## src/rtl/shift_ctrl_pkg.sv

```systemverilog
// Shared definitions for the shift-register arbiter: FSM encoding,
// shift direction codes and the default register width.
package shift_ctrl_pkg;

    localparam int DEFAULT_WIDTH = 4;

    // Shift direction as carried on reqN_dir
    localparam logic DIR_LEFT  = 1'b0;  // MSB leaves first
    localparam logic DIR_RIGHT = 1'b1;  // LSB leaves first

    typedef enum logic [2:0] {
        ST_IDLE  = 3'd0,
        ST_LOAD  = 3'd1,
        ST_SHIFT = 3'd2,
        ST_DRAIN = 3'd3,
        ST_RESP  = 3'd4
    } state_e;

endpackage

```

## src/rtl/shift_reg_bidir.sv

```systemverilog
// WIDTH-bit bidirectional shift register with parallel load and a
// registered serial output. Priority is load > left > right.
module shift_reg_bidir
    import shift_ctrl_pkg::*;
#(
    parameter int WIDTH = DEFAULT_WIDTH
) (
    input  logic             clk,
    input  logic             reset,
    input  logic             load,
    input  logic             left,
    input  logic             right,
    input  logic             shift_in,
    input  logic [WIDTH-1:0] data,
    output logic [WIDTH-1:0] q,
    output logic             shift_out
);

    logic [WIDTH-1:0] reg_q;
    logic             shift_out_q;

    // Register update; the bit that falls off the end is held in shift_out_q
    always_ff @(posedge clk or negedge reset) begin
        if (!reset) begin
            reg_q       <= '0;
            shift_out_q <= 1'b0;
        end else if (load) begin
            reg_q <= data;
        end else if (left) begin
            reg_q       <= {reg_q[WIDTH-2:0], shift_in};
            shift_out_q <= reg_q[WIDTH-1];
        end else if (right) begin
            reg_q       <= {shift_in, reg_q[WIDTH-1:1]};
            shift_out_q <= reg_q[0];
        end
    end

    assign q         = reg_q;
    assign shift_out = shift_out_q;

endmodule

```

## src/rtl/shift_arb_ctrl.sv

```systemverilog
// Round-robin arbiter and sequencer that owns a shared bidirectional
// shift register: load a requester's word, shift it out serially, and
// return the reassembled stream plus the final register contents.
module shift_arb_ctrl
    import shift_ctrl_pkg::*;
#(
    parameter int WIDTH = DEFAULT_WIDTH
) (
    input  logic             clk,
    input  logic             reset,
    input  logic             req0_valid,
    output logic             req0_ready,
    input  logic [WIDTH-1:0] req0_data,
    input  logic             req0_dir,
    input  logic             req0_fill,
    input  logic             req1_valid,
    output logic             req1_ready,
    input  logic [WIDTH-1:0] req1_data,
    input  logic             req1_dir,
    input  logic             req1_fill,
    output logic             rsp_valid,
    input  logic             rsp_ready,
    output logic             rsp_id,
    output logic [WIDTH-1:0] rsp_data,
    output logic [WIDTH-1:0] rsp_reg,
    output logic             busy
);

    localparam int CW = (WIDTH > 2) ? $clog2(WIDTH) : 1;
    localparam logic [CW-1:0] LAST_IDX = CW'(WIDTH - 1);

    state_e           state_q;
    logic             id_q;
    logic             dir_q;
    logic             fill_q;
    logic [WIDTH-1:0] data_q;
    logic [CW-1:0]    cnt_q;
    logic             last_q;
    logic [WIDTH-1:0] rsp_data_q;
    logic [WIDTH-1:0] rsp_reg_q;

    logic             grant_d;
    logic             accept_d;
    logic [CW-1:0]    cap_bit_d;
    logic [CW-1:0]    cap_pos_d;

    // Datapath controls, decoded from state so at most one is ever high
    logic             dp_load;
    logic             dp_left;
    logic             dp_right;
    logic [WIDTH-1:0] sr_q;
    logic             sr_out;

    // Round-robin grant: lone requester wins, ties go to the one not served last
    always_comb begin
        grant_d = 1'b0;
        if (req0_valid && req1_valid) begin
            grant_d = ~last_q;
        end else if (req1_valid) begin
            grant_d = 1'b1;
        end
    end

    // Ready is suppressed while reset is held even though state reads IDLE
    assign req0_ready = reset && (state_q == ST_IDLE) && req0_valid && !grant_d;
    assign req1_ready = reset && (state_q == ST_IDLE) && req1_valid &&  grant_d;
    assign accept_d   = req0_ready || req1_ready;

    // Where the bit arriving from the datapath lands in the reassembled word;
    // bit k arrives one cycle after the shift that produced it
    always_comb begin
        cap_bit_d = (state_q == ST_DRAIN) ? LAST_IDX : (cnt_q - 1'b1);
        cap_pos_d = (dir_q == DIR_LEFT) ? (LAST_IDX - cap_bit_d) : cap_bit_d;
    end

    // Sequencer: accept, load, shift WIDTH times, drain the last bit, respond
    always_ff @(posedge clk or negedge reset) begin
        if (!reset) begin
            state_q    <= ST_IDLE;
            id_q       <= 1'b0;
            dir_q      <= DIR_LEFT;
            fill_q     <= 1'b0;
            data_q     <= '0;
            cnt_q      <= '0;
            last_q     <= 1'b1;
            rsp_data_q <= '0;
            rsp_reg_q  <= '0;
        end else begin
            case (state_q)
                ST_IDLE: begin
                    if (accept_d) begin
                        id_q    <= grant_d;
                        dir_q   <= grant_d ? req1_dir  : req0_dir;
                        fill_q  <= grant_d ? req1_fill : req0_fill;
                        data_q  <= grant_d ? req1_data : req0_data;
                        state_q <= ST_LOAD;
                    end
                end
                ST_LOAD: begin
                    cnt_q   <= '0;
                    state_q <= ST_SHIFT;
                end
                ST_SHIFT: begin
                    if (cnt_q != '0) begin
                        rsp_data_q[cap_pos_d] <= sr_out;
                    end
                    if (cnt_q == LAST_IDX) begin
                        state_q <= ST_DRAIN;
                    end else begin
                        cnt_q <= cnt_q + 1'b1;
                    end
                end
                ST_DRAIN: begin
                    rsp_data_q[cap_pos_d] <= sr_out;
                    rsp_reg_q             <= sr_q;
                    state_q               <= ST_RESP;
                end
                ST_RESP: begin
                    if (rsp_ready) begin
                        last_q  <= id_q;
                        state_q <= ST_IDLE;
                    end
                end
                default: state_q <= ST_IDLE;
            endcase
        end
    end

    assign dp_load  = (state_q == ST_LOAD);
    assign dp_left  = (state_q == ST_SHIFT) && (dir_q == DIR_LEFT);
    assign dp_right = (state_q == ST_SHIFT) && (dir_q == DIR_RIGHT);

    shift_reg_bidir #(
        .WIDTH(WIDTH)
    ) u_sr (
        .clk      (clk),
        .reset    (reset),
        .load     (dp_load),
        .left     (dp_left),
        .right    (dp_right),
        .shift_in (fill_q),
        .data     (data_q),
        .q        (sr_q),
        .shift_out(sr_out)
    );

    assign rsp_valid = (state_q == ST_RESP);
    assign rsp_id    = id_q;
    assign rsp_data  = rsp_data_q;
    assign rsp_reg   = rsp_reg_q;
    assign busy      = (state_q != ST_IDLE);

endmodule

```

## config.mk

```make
export PLATFORM = sky130hd
export DESIGN_NAME = shift_arb_ctrl
export DESIGN_NICKNAME = d
export VERILOG_FILES = /design/src/rtl/shift_ctrl_pkg.sv /design/src/rtl/shift_reg_bidir.sv /design/src/rtl/shift_arb_ctrl.sv
export SDC_FILE = /design/constraint.sdc
export NUM_CORES = 1
export LEC_CHECK = 0
export ABC_AREA = 1
export CORE_ASPECT_RATIO = 0.7
export CORE_MARGIN = 2
export CORE_UTILIZATION = 28
export DETAILED_ROUTE_END_ITERATION = 6
export SLEW_MARGIN = 20
export SYNTH_ARGS = -nofsm -noshare
export SYNTH_HDL_FRONTEND = slang
export SYNTH_SLANG_ARGS = --single-unit
```

## constraint.sdc

```tcl
create_clock -name clk -period 1.48 [get_ports clk]
set_input_delay 0.148 -clock clk [delete_from_list [all_inputs] [get_ports clk]]
set_output_delay 0.148 -clock clk [all_outputs]
set_load 0.02 [all_outputs]
```

==> results_dict.tcl, run 1 <==
set metrics [dict create \
    status "complete, no violations" \
    final_cell_mix "nand2_1 (61), dfrtp_1 (25), clkdlybuf4s50_1 (25), inv_1 (19), buf_4 (19)" \
    crit_start "last_q$_DFFE_PN1P_" \
    num-nets-final 241 \
    cts_made_buffers 3 \
    vias 1201 \
    fill_cells 508 \
    grt_overflow_total 0 \
    vias_per_cell 4.32 \
    cts_root_buf "clkbuf_8" \
    clk_pin_slew_ns 0.09 \
    p_leak_nw 0.976 \
    postSynth.asyncResetShare_pct 100 \
    rows 21 \
    netlist_area_sq_mm 0.00136 \
    critPathCapture "req0_ready" \
    final_cell_count_no_fill 278 \
    ant_nets 0 \
    register_area_sq_um 652 \
    die_h_microns 62.4 \
    pwr-share-comb_pct 55.6 \
    synth_cell_types 25 \
    power_density_mw_per_mm2 2110 \
    relSlewSlack_pct 77.7 \
    critical_path_class "register to output pin" \
    start_util_pct 28.8 \
    cp_max_fo 3 \
    cts_max_level 1 \
    synth_edf_count 0 \
    r2r-end "dir_q$_DFFE_PN0P_" \
    multi_input_area_sq_um 659 \
    grt_max_degree 27 \
    p_switching_mw 1.76 \
    pwr-share-clk_pct 14.2 \
    fin_crit_sh_pct 99.0 \
    rsz0062_at_grt "true" \
    skew_ns 0.00220 \
    post_dp_cell_area_sq_mm 0.00184 \
    grt_pass1_wl_mm 5.05 \
    syn_inst 171 \
    end_kind "output pin" \
    cts_tree "done" \
    path_cells "nand2_2 > nand2_4 > inv_4 > nor3_4 > buf_6" \
    rr_startpoint "last_q$_DFFE_PN1P_" \
    cp_slowest_cell "dfstp_2" \
    dpl.cell_count 271 \
    drive_above_1_share_pct 22.2 \
    place_congestion 0.833 \
    ctsLongestPathBuffers 2 \
    drc 0 \
    die_w_microns 87.4 \
    p_total_mw 4.13 \
    yosys_warnings 0 \
    slew_violations 0 \
    place_ws_ns -0.370 \
    ys_seq_area_share_pct 47.8 \
    grtUsageTotal_pct 11.6 \
    drt_iter0_drc 20 \
    core_area_sq_mm 0.00473 \
    maxCapViolCount 0 \
    cp.arrival_ns 1.32 \
    ys_ff_latch 26 \
    wl_mm 2.95 \
    clock_latency_ns 0.27 \
    internal_power_mw 2.37 \
    synth_area_per_cell_sq_um 7.97 \
    hpwl_mm 2.18 \
    reg2reg_depth 8 \
    fin_area_sq_mm 0.00196 \
    highest_layer "met4" \
    finalHoldViolations 0 \
    start_kind "register" \
    critical-path-max-stage-delay_ns 0.55 \
    wl_met3_microns 115 \
    synth_nets 190 \
    timing.fmax_mhz 682 \
    regToRegSetupSlack_ns 0.06 \
    setup_slack_ns 0.0145 \
    tightest_slew_ns 0.334 \
    layout.cells.most_common "nand2_1" \
    synth_ff_type "dfrtp_1" \
    firstDrtPassIters 4 \
    required_ns 1.33 \
    wirelength_met1_mm 1.57 \
    setup_viol 0 \
    swShare_pct 42.6 \
    vdd_drop_max_mv 0.515 \
    dieArea_sq_mm 0.00545 \
    clkSinkCount 26 \
    period_minus_slack_ns 1.47 \
    io_pins 30 \
    min_path_type "primary input to async pin" \
    antenna_found_initial 0 \
    seq_power_share_pct 30.2 \
    antenna_cells 0 \
    fin_util_pct 41.5 \
    grt_pass1_vias 1114 \
    syn2layout_area_growth_pct 43.9 \
    numPortBuffers 29 \
    wl_met2_mm 1.21 \
    wire_per_inst_microns 10.6 \
]
==> metal layers <==
metal  vias up  track usage (%)
met1       515             17.2
met5         -                0
li1        653                -
met3         4             3.32
met2        29             16.6
met4         0             2.69
==> stage by stage <==
stage,setup TNS [ns],hold slack (ns)
after floorplan,0,-0.148
after CTS,0,0.414
after detailed placement,-1.69,0.465
after global routing,-0.119,0.443
final,0,0.403
after global placement,-1.44,0.457
==> Yosys cell counts (all sizes together), types with 2 or more instances <==
library cell	number	area share [%]
nand2	70	21
dfrtp	25	46
inv	22	6.2
o21ai	15	6.1
nand3	14	6.4
nor2	5	1.9
nand4	4	1.8
o221ai	4	2.6
ha	2	1.8
nor3	2	0.73
o211ai	2	1.1
==> power by group through the flow <==
stage               Combinational, mW  Clock (mW)  Sequential, mW
floorplan                        1.22           0            1.41
global placement                 2.15           0            1.26
detailed placement               2.18           0            1.26
CTS                              2.21       0.598            1.25
global route                     2.57       0.632            1.30
finish                           2.30       0.586            1.25
==> worst max-delay path, delay by kind of cell (launching register included) <==
| family | cells | cell delay, ns |
|---|---|---|
| flip-flops | 1 | 0.55 |
| AND/OR/NAND/NOR | 3 | 0.31 |
| buffers and inverters | 2 | 0.18 |
==> layout make-up <==
type | count | area share, %
clock buffers | 3 | 2.11
clock inverters | 1 | 1.53
inverters | 22 | 4.47
multi-input cells | 121 | 33.6
flip-flops and latches | 26 | 33.2
well taps | 57 | 3.64
repair buffers | 48 | 21.4
==> what timing repair did <==
item,4_1_cts,5_1_grt
setup endpoints to repair,8,11
gates resized for setup,20,8
setup buffers,0,3
hold buffers,0,0
pin swaps,1,2
==> cells by family (layout without fill, tap and decap cells) <==
| group | after synthesis | count (layout) | synth area share, % |
|---|---|---|---|
| and+or+nand+nor | 96 | 96 | 32.3 |
| DFF | 26 | 26 | 47.8 |
| buffers and inverters | 24 | 74 | 7.35 |
| AOI/OAI and AO/OA | 23 | 23 | 10.7 |
| adders and majority gates | 2 | 2 | 1.84 |
==> how the worst min path moves through the flow <==
stage                                    endpoint  cells past startpoint               startpoint
after detailed placement  rsp_data[1]$_DFFE_PN0P_                      2  rsp_data[1]$_DFFE_PN0P_
after global placement    rsp_data[3]$_DFFE_PN0P_                      2  rsp_data[3]$_DFFE_PN0P_
final                      state_q[0]$_DFFE_PN0P_                      3                    reset
after floorplan              cnt_q[0]$_DFFE_PN0P_                      0                    reset
after global routing       state_q[0]$_DFFE_PN0P_                      3                    reset
after CTS                  state_q[0]$_DFFE_PN0P_                      3                    reset
(Power assumes the default switching activity.)
==> run 2: changes to the inputs <==
- HOLD_SLACK_MARGIN: default -> 0.08
==> results of run 2 <==
No change in the layout: final DEF, timing and power equal those of run 1.
